===== config.mk =====
export PLATFORM = sky130hd
export DESIGN_NAME = gshare_bp_spec
export DESIGN_NICKNAME = d
export VERILOG_FILES = /design/src/rtl/gshare_pkg.sv /design/src/rtl/gshare_bht.sv /design/src/rtl/gshare_bp_spec.sv
export SDC_FILE = /design/constraint.sdc
export NUM_CORES = 2
export LEC_CHECK = 0
export CORE_ASPECT_RATIO = 1.5
export CORE_MARGIN = 2
export CORE_UTILIZATION = 40
export CTS_CLUSTER_DIAMETER = 200
export DETAILED_ROUTE_END_ITERATION = 8
export PLACE_DENSITY_LB_ADDON = 0.1
export SYNTH_ARGS = -nofsm -noshare
export SYNTH_HDL_FRONTEND = slang
export SYNTH_SLANG_ARGS = --single-unit

===== constraint.sdc =====
create_clock -name clk -period 30.2 [get_ports clk]
set_input_delay 6.04 -clock clk [delete_from_list [all_inputs] [get_ports clk]]
set_output_delay 6.04 -clock clk [all_outputs]
set_load 0.02 [all_outputs]

===== src/rtl/gshare_pkg.sv =====
// Shared types and helpers for the gshare predictor: counter type, counter init value,
// saturating counter update and BHT index hash.
package gshare_pkg;

  localparam int unsigned CTR_MAX_BITS = 8;
  localparam int unsigned CTR_BITS_DEF = 2;

  // Wide enough for any supported CTR_BITS; narrower counters are zero-extended.
  typedef logic [CTR_MAX_BITS-1:0] ctr_t;

  localparam ctr_t CTR_INIT = ctr_t'((32'd1 << (CTR_BITS_DEF - 1)) - 32'd1);

  // Weakly not-taken value for a counter of the given width.
  function automatic ctr_t ctr_init(input int unsigned bits);
    return ctr_t'((32'd1 << (bits - 1)) - 32'd1);
  endfunction

  function automatic ctr_t sat_update(input ctr_t ctr, input logic taken,
                                      input int unsigned bits);
    ctr_t max_v;
    max_v = ctr_t'((32'd1 << bits) - 32'd1);
    if (taken) begin
      return (ctr == max_v) ? ctr : ctr + ctr_t'(1);
    end
    return (ctr == '0) ? ctr : ctr - ctr_t'(1);
  endfunction

  // pc[idx_bits+1:2] XOR zero-extended history, returned in the low idx_bits.
  function automatic logic [31:0] gshare_index(input logic [31:0] pc, input logic [31:0] ghr,
                                               input int unsigned idx_bits);
    logic [31:0] mask;
    mask = (32'd1 << idx_bits) - 32'd1;
    return ((pc >> 2) ^ ghr) & mask;
  endfunction

endpackage


===== src/rtl/gshare_bht.sv =====
// Branch history table: saturating counters with one async read port (MSB only) and one
// sync read-modify-write update port. Asynchronous active-high reset loads the init value.
module gshare_bht
  import gshare_pkg::*;
#(
  parameter int unsigned IDX_BITS = 8,
  parameter int unsigned CTR_BITS = 2
) (
  input  logic                clk,
  input  logic                reset_n,
  input  logic [IDX_BITS-1:0] rd_idx,
  output logic                rd_taken,
  input  logic                wr_en,
  input  logic [IDX_BITS-1:0] wr_idx,
  input  logic                wr_taken
);

  localparam int unsigned Entries = 32'd1 << IDX_BITS;
  localparam ctr_t InitVal = (CTR_BITS == CTR_BITS_DEF) ? CTR_INIT : ctr_init(CTR_BITS);

  logic [CTR_BITS-1:0] mem_q [Entries];
  ctr_t                wr_next;

  assign wr_next  = sat_update(ctr_t'(mem_q[wr_idx]), wr_taken, CTR_BITS);
  // Read sees the stored value, so a same-cycle update is not visible (read-before-write).
  assign rd_taken = mem_q[rd_idx][CTR_BITS-1];

  always_ff @(posedge clk or posedge reset_n) begin
    if (reset_n) begin
      for (int i = 0; i < int'(Entries); i++) begin
        mem_q[i] <= CTR_BITS'(InitVal);
      end
    end else if (wr_en) begin
      mem_q[wr_idx] <= CTR_BITS'(wr_next);
    end
  end

endmodule


===== src/rtl/gshare_bp_spec.sv =====
// gshare direction predictor with speculative/architectural global history and repair.
// Optional perf counters are built when GSHARE_PERF_CNT_EN is defined.
module gshare_bp_spec
  import gshare_pkg::*;
#(
  parameter int unsigned GHR_BITS = 8,
  parameter int unsigned IDX_BITS = 8,
  parameter int unsigned CTR_BITS = 2
) (
  input  logic                clk,
  input  logic                reset_n,
  input  logic                pred_valid,
  input  logic [31:0]         pred_pc,
  output logic                rsp_valid,
  output logic                rsp_taken,
  output logic [IDX_BITS-1:0] rsp_idx,
  output logic [GHR_BITS-1:0] rsp_ghr,
  input  logic                upd_valid,
  input  logic [IDX_BITS-1:0] upd_idx,
  input  logic [GHR_BITS-1:0] upd_ghr,
  input  logic                upd_taken,
  input  logic                upd_mispredict,
  input  logic                flush
`ifdef GSHARE_PERF_CNT_EN
  ,
  output logic [31:0]         perf_branches,
  output logic [31:0]         perf_mispred
`endif
);

  if (GHR_BITS > IDX_BITS) begin : g_ghr_chk
    $error("GHR_BITS must not exceed IDX_BITS");
  end
  if (CTR_BITS < 1 || CTR_BITS > CTR_MAX_BITS) begin : g_ctr_chk
    $error("CTR_BITS out of range");
  end

  logic [IDX_BITS-1:0] pred_idx;
  logic                pred_taken;
  logic [GHR_BITS-1:0] spec_ghr_q, spec_ghr_d;
  logic [GHR_BITS-1:0] arch_ghr_q, arch_ghr_d;
  logic                rsp_valid_q, rsp_valid_d;
  logic                rsp_taken_q, rsp_taken_d;
  logic [IDX_BITS-1:0] rsp_idx_q, rsp_idx_d;
  logic [GHR_BITS-1:0] rsp_ghr_q, rsp_ghr_d;

  assign pred_idx = IDX_BITS'(gshare_index(pred_pc, 32'(spec_ghr_q), IDX_BITS));

  gshare_bht #(
    .IDX_BITS (IDX_BITS),
    .CTR_BITS (CTR_BITS)
  ) u_bht (
    .clk      (clk),
    .reset_n  (reset_n),
    .rd_idx   (pred_idx),
    .rd_taken (pred_taken),
    .wr_en    (upd_valid),
    .wr_idx   (upd_idx),
    .wr_taken (upd_taken)
  );

  always_comb begin
    arch_ghr_d = arch_ghr_q;
    if (upd_valid) begin
      arch_ghr_d = GHR_BITS'({arch_ghr_q, upd_taken});
    end
    // Repair beats flush beats the speculative shift; flush takes this cycle's arch update.
    spec_ghr_d = spec_ghr_q;
    if (upd_valid && upd_mispredict) begin
      spec_ghr_d = GHR_BITS'({upd_ghr, upd_taken});
    end else if (flush) begin
      spec_ghr_d = arch_ghr_d;
    end else if (pred_valid) begin
      spec_ghr_d = GHR_BITS'({spec_ghr_q, pred_taken});
    end
  end

  always_comb begin
    rsp_valid_d = pred_valid;
    rsp_taken_d = rsp_taken_q;
    rsp_idx_d   = rsp_idx_q;
    rsp_ghr_d   = rsp_ghr_q;
    if (pred_valid) begin
      rsp_taken_d = pred_taken;
      rsp_idx_d   = pred_idx;
      rsp_ghr_d   = spec_ghr_q;
    end
  end

  always_ff @(posedge clk or posedge reset_n) begin
    if (reset_n) begin
      spec_ghr_q  <= '0;
      arch_ghr_q  <= '0;
      rsp_valid_q <= 1'b0;
      rsp_taken_q <= 1'b0;
      rsp_idx_q   <= '0;
      rsp_ghr_q   <= '0;
    end else begin
      spec_ghr_q  <= spec_ghr_d;
      arch_ghr_q  <= arch_ghr_d;
      rsp_valid_q <= rsp_valid_d;
      rsp_taken_q <= rsp_taken_d;
      rsp_idx_q   <= rsp_idx_d;
      rsp_ghr_q   <= rsp_ghr_d;
    end
  end

  assign rsp_valid = rsp_valid_q;
  assign rsp_taken = rsp_taken_q;
  assign rsp_idx   = rsp_idx_q;
  assign rsp_ghr   = rsp_ghr_q;

`ifdef GSHARE_PERF_CNT_EN
  logic [31:0] perf_branches_q, perf_branches_d;
  logic [31:0] perf_mispred_q, perf_mispred_d;

  always_comb begin
    perf_branches_d = perf_branches_q;
    perf_mispred_d  = perf_mispred_q;
    if (upd_valid && (perf_branches_q != 32'hFFFF_FFFF)) begin
      perf_branches_d = perf_branches_q + 32'd1;
    end
    if (upd_valid && upd_mispredict && (perf_mispred_q != 32'hFFFF_FFFF)) begin
      perf_mispred_d = perf_mispred_q + 32'd1;
    end
  end

  always_ff @(posedge clk or posedge reset_n) begin
    if (reset_n) begin
      perf_branches_q <= '0;
      perf_mispred_q  <= '0;
    end else begin
      perf_branches_q <= perf_branches_d;
      perf_mispred_q  <= perf_mispred_d;
    end
  end

  assign perf_branches = perf_branches_q;
  assign perf_mispred  = perf_mispred_q;
`endif

endmodule

# [After elaboration in Yosys (flattened, before gate mapping)]
# Cells that the tools add are included.
[totals] reg_bits=546 in_bits=55 out_inout_bits=18 wordCells=293
[op_classes] addsub=2 n_lt_le_gt_ge=3 eq_ne=1 muxes=18 bitwise_logic=3 reduce_logical=4
[op_table] cell="$bwmux 512" count=1
[op_table] cell="$bmux 2 s8" count=2
[op_table] cell="$mux 8" count=4
[op_table] cell="$ge 9x9->1 const B" count=2
[op_table] cell="$mux 2" count=9
[op_table] cell="$not 8->9" count=2
[op_table] cell="$demux 2 s8" count=1
[op_table] cell="$lt 9x1->1 const B" count=1
[op_table] cell="$xor 8x8->8" count=1
[op_table] cell="$reduce_bool 3->1" count=1
[op_table] cell="$add 2x1->2 const B" count=1
[op_table] cell="$eq 2x2->1 const B" count=1
[op_table] cell="$logic_and 1x1->1" count=2
[op_table] cell="$logic_not 2->1" count=1
[op_table] cell="$sub 2x1->2 const B" count=1
[op_table] cell="$mux 1" count=1

# [Logic depth before layout (Yosys ltp)]
[logic_depth] word_depth=9 mapped_depth=14 ltp_nobuf=8

# [Modules after synthesis]
# A second synthesis with hierarchy kept.
[hier_totals] hier_cells=2505 hier_area_um2=26969.6
[by_module_without_submodules] module="gshare_bht" n_inst=1 cells_each=2374 area_each_um2=25375.6 seq_area_each_um2=13132.6
[by_module_without_submodules] module="gshare_bp_spec" n_inst=1 cells_each=131 area_each_um2=1594.0 seq_area_each_um2=850.8

# [Worst setup path after synthesis]
# Ideal clock, no wire load.
[synth_path] kind="input to register" from="in upd_idx[0]" to="reg u_bht.mem_q[3] in the netlist's numbering" setup_time_ns=0.128 arrival_time_ns=8.708 required_time_ns=30.072 slack_ns=21.365 stages=13 path_buffers=5 path_cell_list="buf_4 -> buf_2 -> buf_2 -> mux4_2 -> a22oi_1 -> nand4_1 -> a31oi_1 -> nand2_1 -> nor3_1 -> maj3_1 -> buf_2 -> buf_2 -> o21ai_0"
[synth_between] elab_chain_len=9 word_cells_on_any_way=18 classes_between="add/sub: 2; order compare: 2; eq/ne: 1; mux: 10; bitwise: 1; reduce/logical: 2"
[synth_lines] element="start, declared" line_no="gshare_bp_spec.sv:19" source="input logic [IDX_BITS-1:0] upd_idx,"
[synth_lines] element="$not 8->9 (implied by the code) *" line_no="gshare_bht.sv:24, gshare_bht.sv:34"
[synth_lines] element="$bmux 2 s8" line_no="gshare_bht.sv:24" source="assign wr_next = sat_update(ctr_t'(mem_q[wr_idx]), wr_taken, CTR_BITS);"
[synth_lines] element="$mux 2 (implied by the code) (2 in a row)" line_no="gshare_bht.sv:24"
[synth_lines] element="$add 2x1->2 or $eq 2x2->1 (tied branches)" line_no="gshare_pkg.sv:23" source="return (ctr == max_v) ? ctr : ctr + ctr_t'(1);"
[synth_lines] element="$mux 2" line_no="gshare_pkg.sv:23"
[synth_lines] element="$mux 2" line_no="gshare_pkg.sv:22" source="if (taken) begin"
[synth_lines] element="$mux 2" line_no="gshare_pkg.sv:25" source="return (ctr == '0) ? ctr : ctr - ctr_t'(1);"
[synth_lines] element="$bwmux 512 *" line_no="gshare_bht.sv:34" source="mem_q[wr_idx] <= CTR_BITS'(wr_next);"
[synth_lines] element="end signal, assigned by index" line_no="gshare_bht.sv:31" source="mem_q[i] <= CTR_BITS'(InitVal);"
[synth_lines] element="end signal, assigned by index" line_no="gshare_bht.sv:34"
[synth_lines] element="end, declared" line_no="gshare_bht.sv:21" source="logic [CTR_BITS-1:0] mem_q [Entries];"
# Mark *: on every way between the ends. The rest lies on a longest branch, timed or not. The select of a mux whose other input is x is not followed.
# A chain may end at the register's enable or synchronous reset.

# [Worst setup path after layout]
[layout_path] from="in upd_idx[0]" to="reg u_bht.mem_q[431] in the netlist's numbering"
# The elaborated chain is that of the path after synthesis.

==> results.cfg <==
[run_status]
outcome = finished, final reports clean

[sta]
report.final.hold_viol_count = 0
hold_slack_ps = 460
clock.fmax_ghz = 0.0755
rsz0062_at_grt = no
tightest_slew_ps = 1270
post-route-min-period_ps = 13250
slew_headroom = 0.148
fin_ws_ps = 16950
finalCritPeriodShare = 0.439
setup_violations = 0
tns_ps = 0
fin_skew_ps = 28.5
slew_violations = 0

[clock_tree]
cts_root_buf = clkbuf_16
ctsHoldBuffers = 0
post-cts-setup-buffers = 0
clkLatencyLatePin_ps = 640
cts_tree = done
cts_buffer_depth = 3
clkSlewWorstSetupHoldPaths_ps = 60
cts_buffers = 56
cts_resized = 0
clock_sinks = 546
cts_max_level = 2

[global_route]
grt_pass1_vias = 20515
grt_overflow = 0
grt_start_max_net_pins = 135
antenna_found_initial = 1
track_usage = 0.259
grt_pass1_wl_um = 136000

[cells_and_area]
final_cell_mix = 820 x nand2_1, 290 x dfrtp_1, 276 x o21ai_0, 256 x dfstp_2, 248 x o21ai_1
layout_commonest_cell = nand2_1
seq_area_um2 = 14000
finalNonFillerCells = 3504
final_area_um2 = 30500
diodes = 0
drive_gt1_frac = 0.248
num-nets-final = 2619
fill_cells = 6348
multiInputGateArea_um2 = 12700
areaGrowthSynthToFinish_pct = 12.0
final_util = 0.451

[synthesis]
seq_area_frac_synth = 0.514
syn_nets = 2635
synth_top_family_by_area = multiplexers
synth_compound_area_frac = 0.117
yosys.area_share.simple = 0.142
synthCells = 2580
synth_cell_types = 55
async_reset_ff_frac = 1.00
synth_top_area_share = 0.267
ys_ff_latch = 546
synth.area.top_cells = dfrtp_1 27%, dfstp_2 25%, mux4_2 16%
synth-edff-count = 0
syn_area_um2 = 27200
synth_top_area_cell = dfrtp_1
ys.flop_type = dfrtp_1
yosys_warnings = 0
synth.mux.area_fraction = 0.192
synth_xor_area_frac = 0.00483
syn_area_per_cell_um2 = 10.5
synth_fa_ha_area_frac = 0.000368

[die]
core_area_um2 = 67600
ios = 73
start_util = 0.402
die_x_um = 217
rows = 117
dieArea_um2 = 70200
die-height_um = 323

[worst_setup_path]
slowest_stage = buf_4
cp-start-kind = input port
cp.arrival_ps = 13700
crit_fanout = 101
cp_common_cell = buf_4
crit_buf_inv = 5
path_cells = clkbuf_8 -> buf_4 -> buf_4 -> mux4_2 -> a221oi_1 -> a21oi_1 -> a22o_1 -> or4_1 -> nor3_1 -> maj3_4 -> buf_4 -> buf_4 -> o21ai_0
critical_path.max_stage_delay_ps = 920
crit_family = buffers and inverters
critical_path_class = input port to register
cp-end-kind = register
crit_required_ps = 30650
reg2reg_slack_ps = 23990

[power_and_ir_drop]
finalPower_mw = 1.81
peakVddDrop_mv = 0.0437
powerDensity_nw_per_um2 = 59.5
p_leak_nw = 11.5

[drt]
avgViaCountPerCell = 5.75
firstDrtPassIters = 5
post-route-drc-count = 0
drt-initial-drc-count = 1518
via_count = 20155
wirelength_um = 88800
postRouteAntennaNets = 0
wl_per_cell_um = 25.3

[placement]
globalplace.congestion = 0.836
hpwl_um = 56900
pre_cts_slack_ps = 16280
portBuffers = 47
placed_area_um2 = 28600
numPlacedInstances = 3398

[run]
drv_cap = 0

[worst_hold_path]
hp-class = register to register
==> routing by layer <==
metal	up-vias	GRT usage	share of wire
li1	9185	-	-
met1	10244	0.325	0.40
met2	559	0.450	0.51
met3	165	0.0354	0.046
met4	2	0.108	0.044
met5	-	0	0.000090
==> final timing paths <==
check / depth (start not counted) / endpoint / start
setup reg to reg: 10 / u_bht.mem_q[431]$_DFFE_PP0P_ / u_bht.mem_q[347]$_DFFE_PP0P_
min in group asynchronous: 2 / u_bht.mem_q[487]$_DFFE_PP0P_ / reset_n
max in group asynchronous: 5 / u_bht.mem_q[189]$_DFFE_PP0P_ / reset_n
hold reg to reg: 2 / u_bht.mem_q[14]$_DFFE_PP1P_ / u_bht.mem_q[14]$_DFFE_PP1P_
setup / recovery: 13 / u_bht.mem_q[431]$_DFFE_PP0P_ / upd_idx[0]
hold / removal: 2 / u_bht.mem_q[14]$_DFFE_PP1P_ / u_bht.mem_q[14]$_DFFE_PP1P_
==> power breakdown <==
part	total, mW	switching [mW]	internal, mW
Sequential	0.825	0.0310	0.794
Clock	0.707	0.306	0.401
Combinational	0.282	0.183	0.0989
Total	1.81	0.520	1.29
==> sequential cells by signal, summed over array words and instances, names as in the netlist <==
signal	count
u_bht.mem_q	512
rsp_idx	8
arch_ghr_q	8
spec_ghr_q	8
rsp_taken	1
rsp_ghr	8
rsp_valid	1
==> worst register-to-register path, stage by stage, from the launching register on <==
cell and delay, ps:
dfrtp_1 430, mux4_2 520, mux2_2 300, nand3b_1 120, o2111ai_1 210, or4_1 610
nor3_1 810, maj3_4 820, buf_4 840, buf_4 1050, o21ai_0 310
==> synthesized netlist by cell type, types with 2 or more instances <==
| cell type | number |
|---|---|
| and4b_1 | 2 |
| mux2i_1 | 52 |
| a21oi_1 | 21 |
| clkbuf_2 | 3 |
| o211ai_1 | 3 |
| nor2_1 | 52 |
| buf_2 | 67 |
| a31oi_1 | 6 |
| buf_4 | 13 |
| o311ai_0 | 3 |
| o2111ai_1 | 5 |
| nand2b_1 | 7 |
| a311oi_1 | 3 |
| nand4_1 | 19 |
| o21ai_1 | 248 |
| nand3b_1 | 2 |
| clkbuf_1 | 77 |
| dfstp_2 | 256 |
| inv_1 | 4 |
| nand2_1 | 820 |
| xnor2_1 | 8 |
| nor3_1 | 12 |
| mux4_2 | 198 |
| mux2_2 | 22 |
| buf_1 | 13 |
| o41ai_1 | 2 |
| a32oi_1 | 2 |
| nand3_1 | 17 |
| o21ai_0 | 276 |
| a22oi_1 | 24 |
| and2_1 | 6 |
| nor4bb_1 | 5 |
| a211oi_1 | 2 |
| dfrtp_1 | 290 |
| xor2_1 | 7 |
| nor2b_1 | 14 |
==> kinds of logic (layout without fill, tap and decap cells) <==
kind of cell / Yosys count / after routing
and+or+nand+nor: 965 / 965
AOI/OAI and AO/OA: 603 / 603
DFF: 546 / 546
muxes: 272 / 272
buffers and inverters: 178 / 210
xor gates and xnor gates: 15 / 15
adders and majority gates: 1 / 1
==> cell type report <==
type | count | share of cell area
clock buffers | 96 | 0.0575
clock inverters | 10 | 0.00291
inverters | 4 | 0.000739
multi-input cells | 1856 | 0.415
flip-flops and latches | 546 | 0.459
well taps | 892 | 0.0366
repair buffers | 100 | 0.0283
Note: power is estimated with default switching activity, not from simulation.
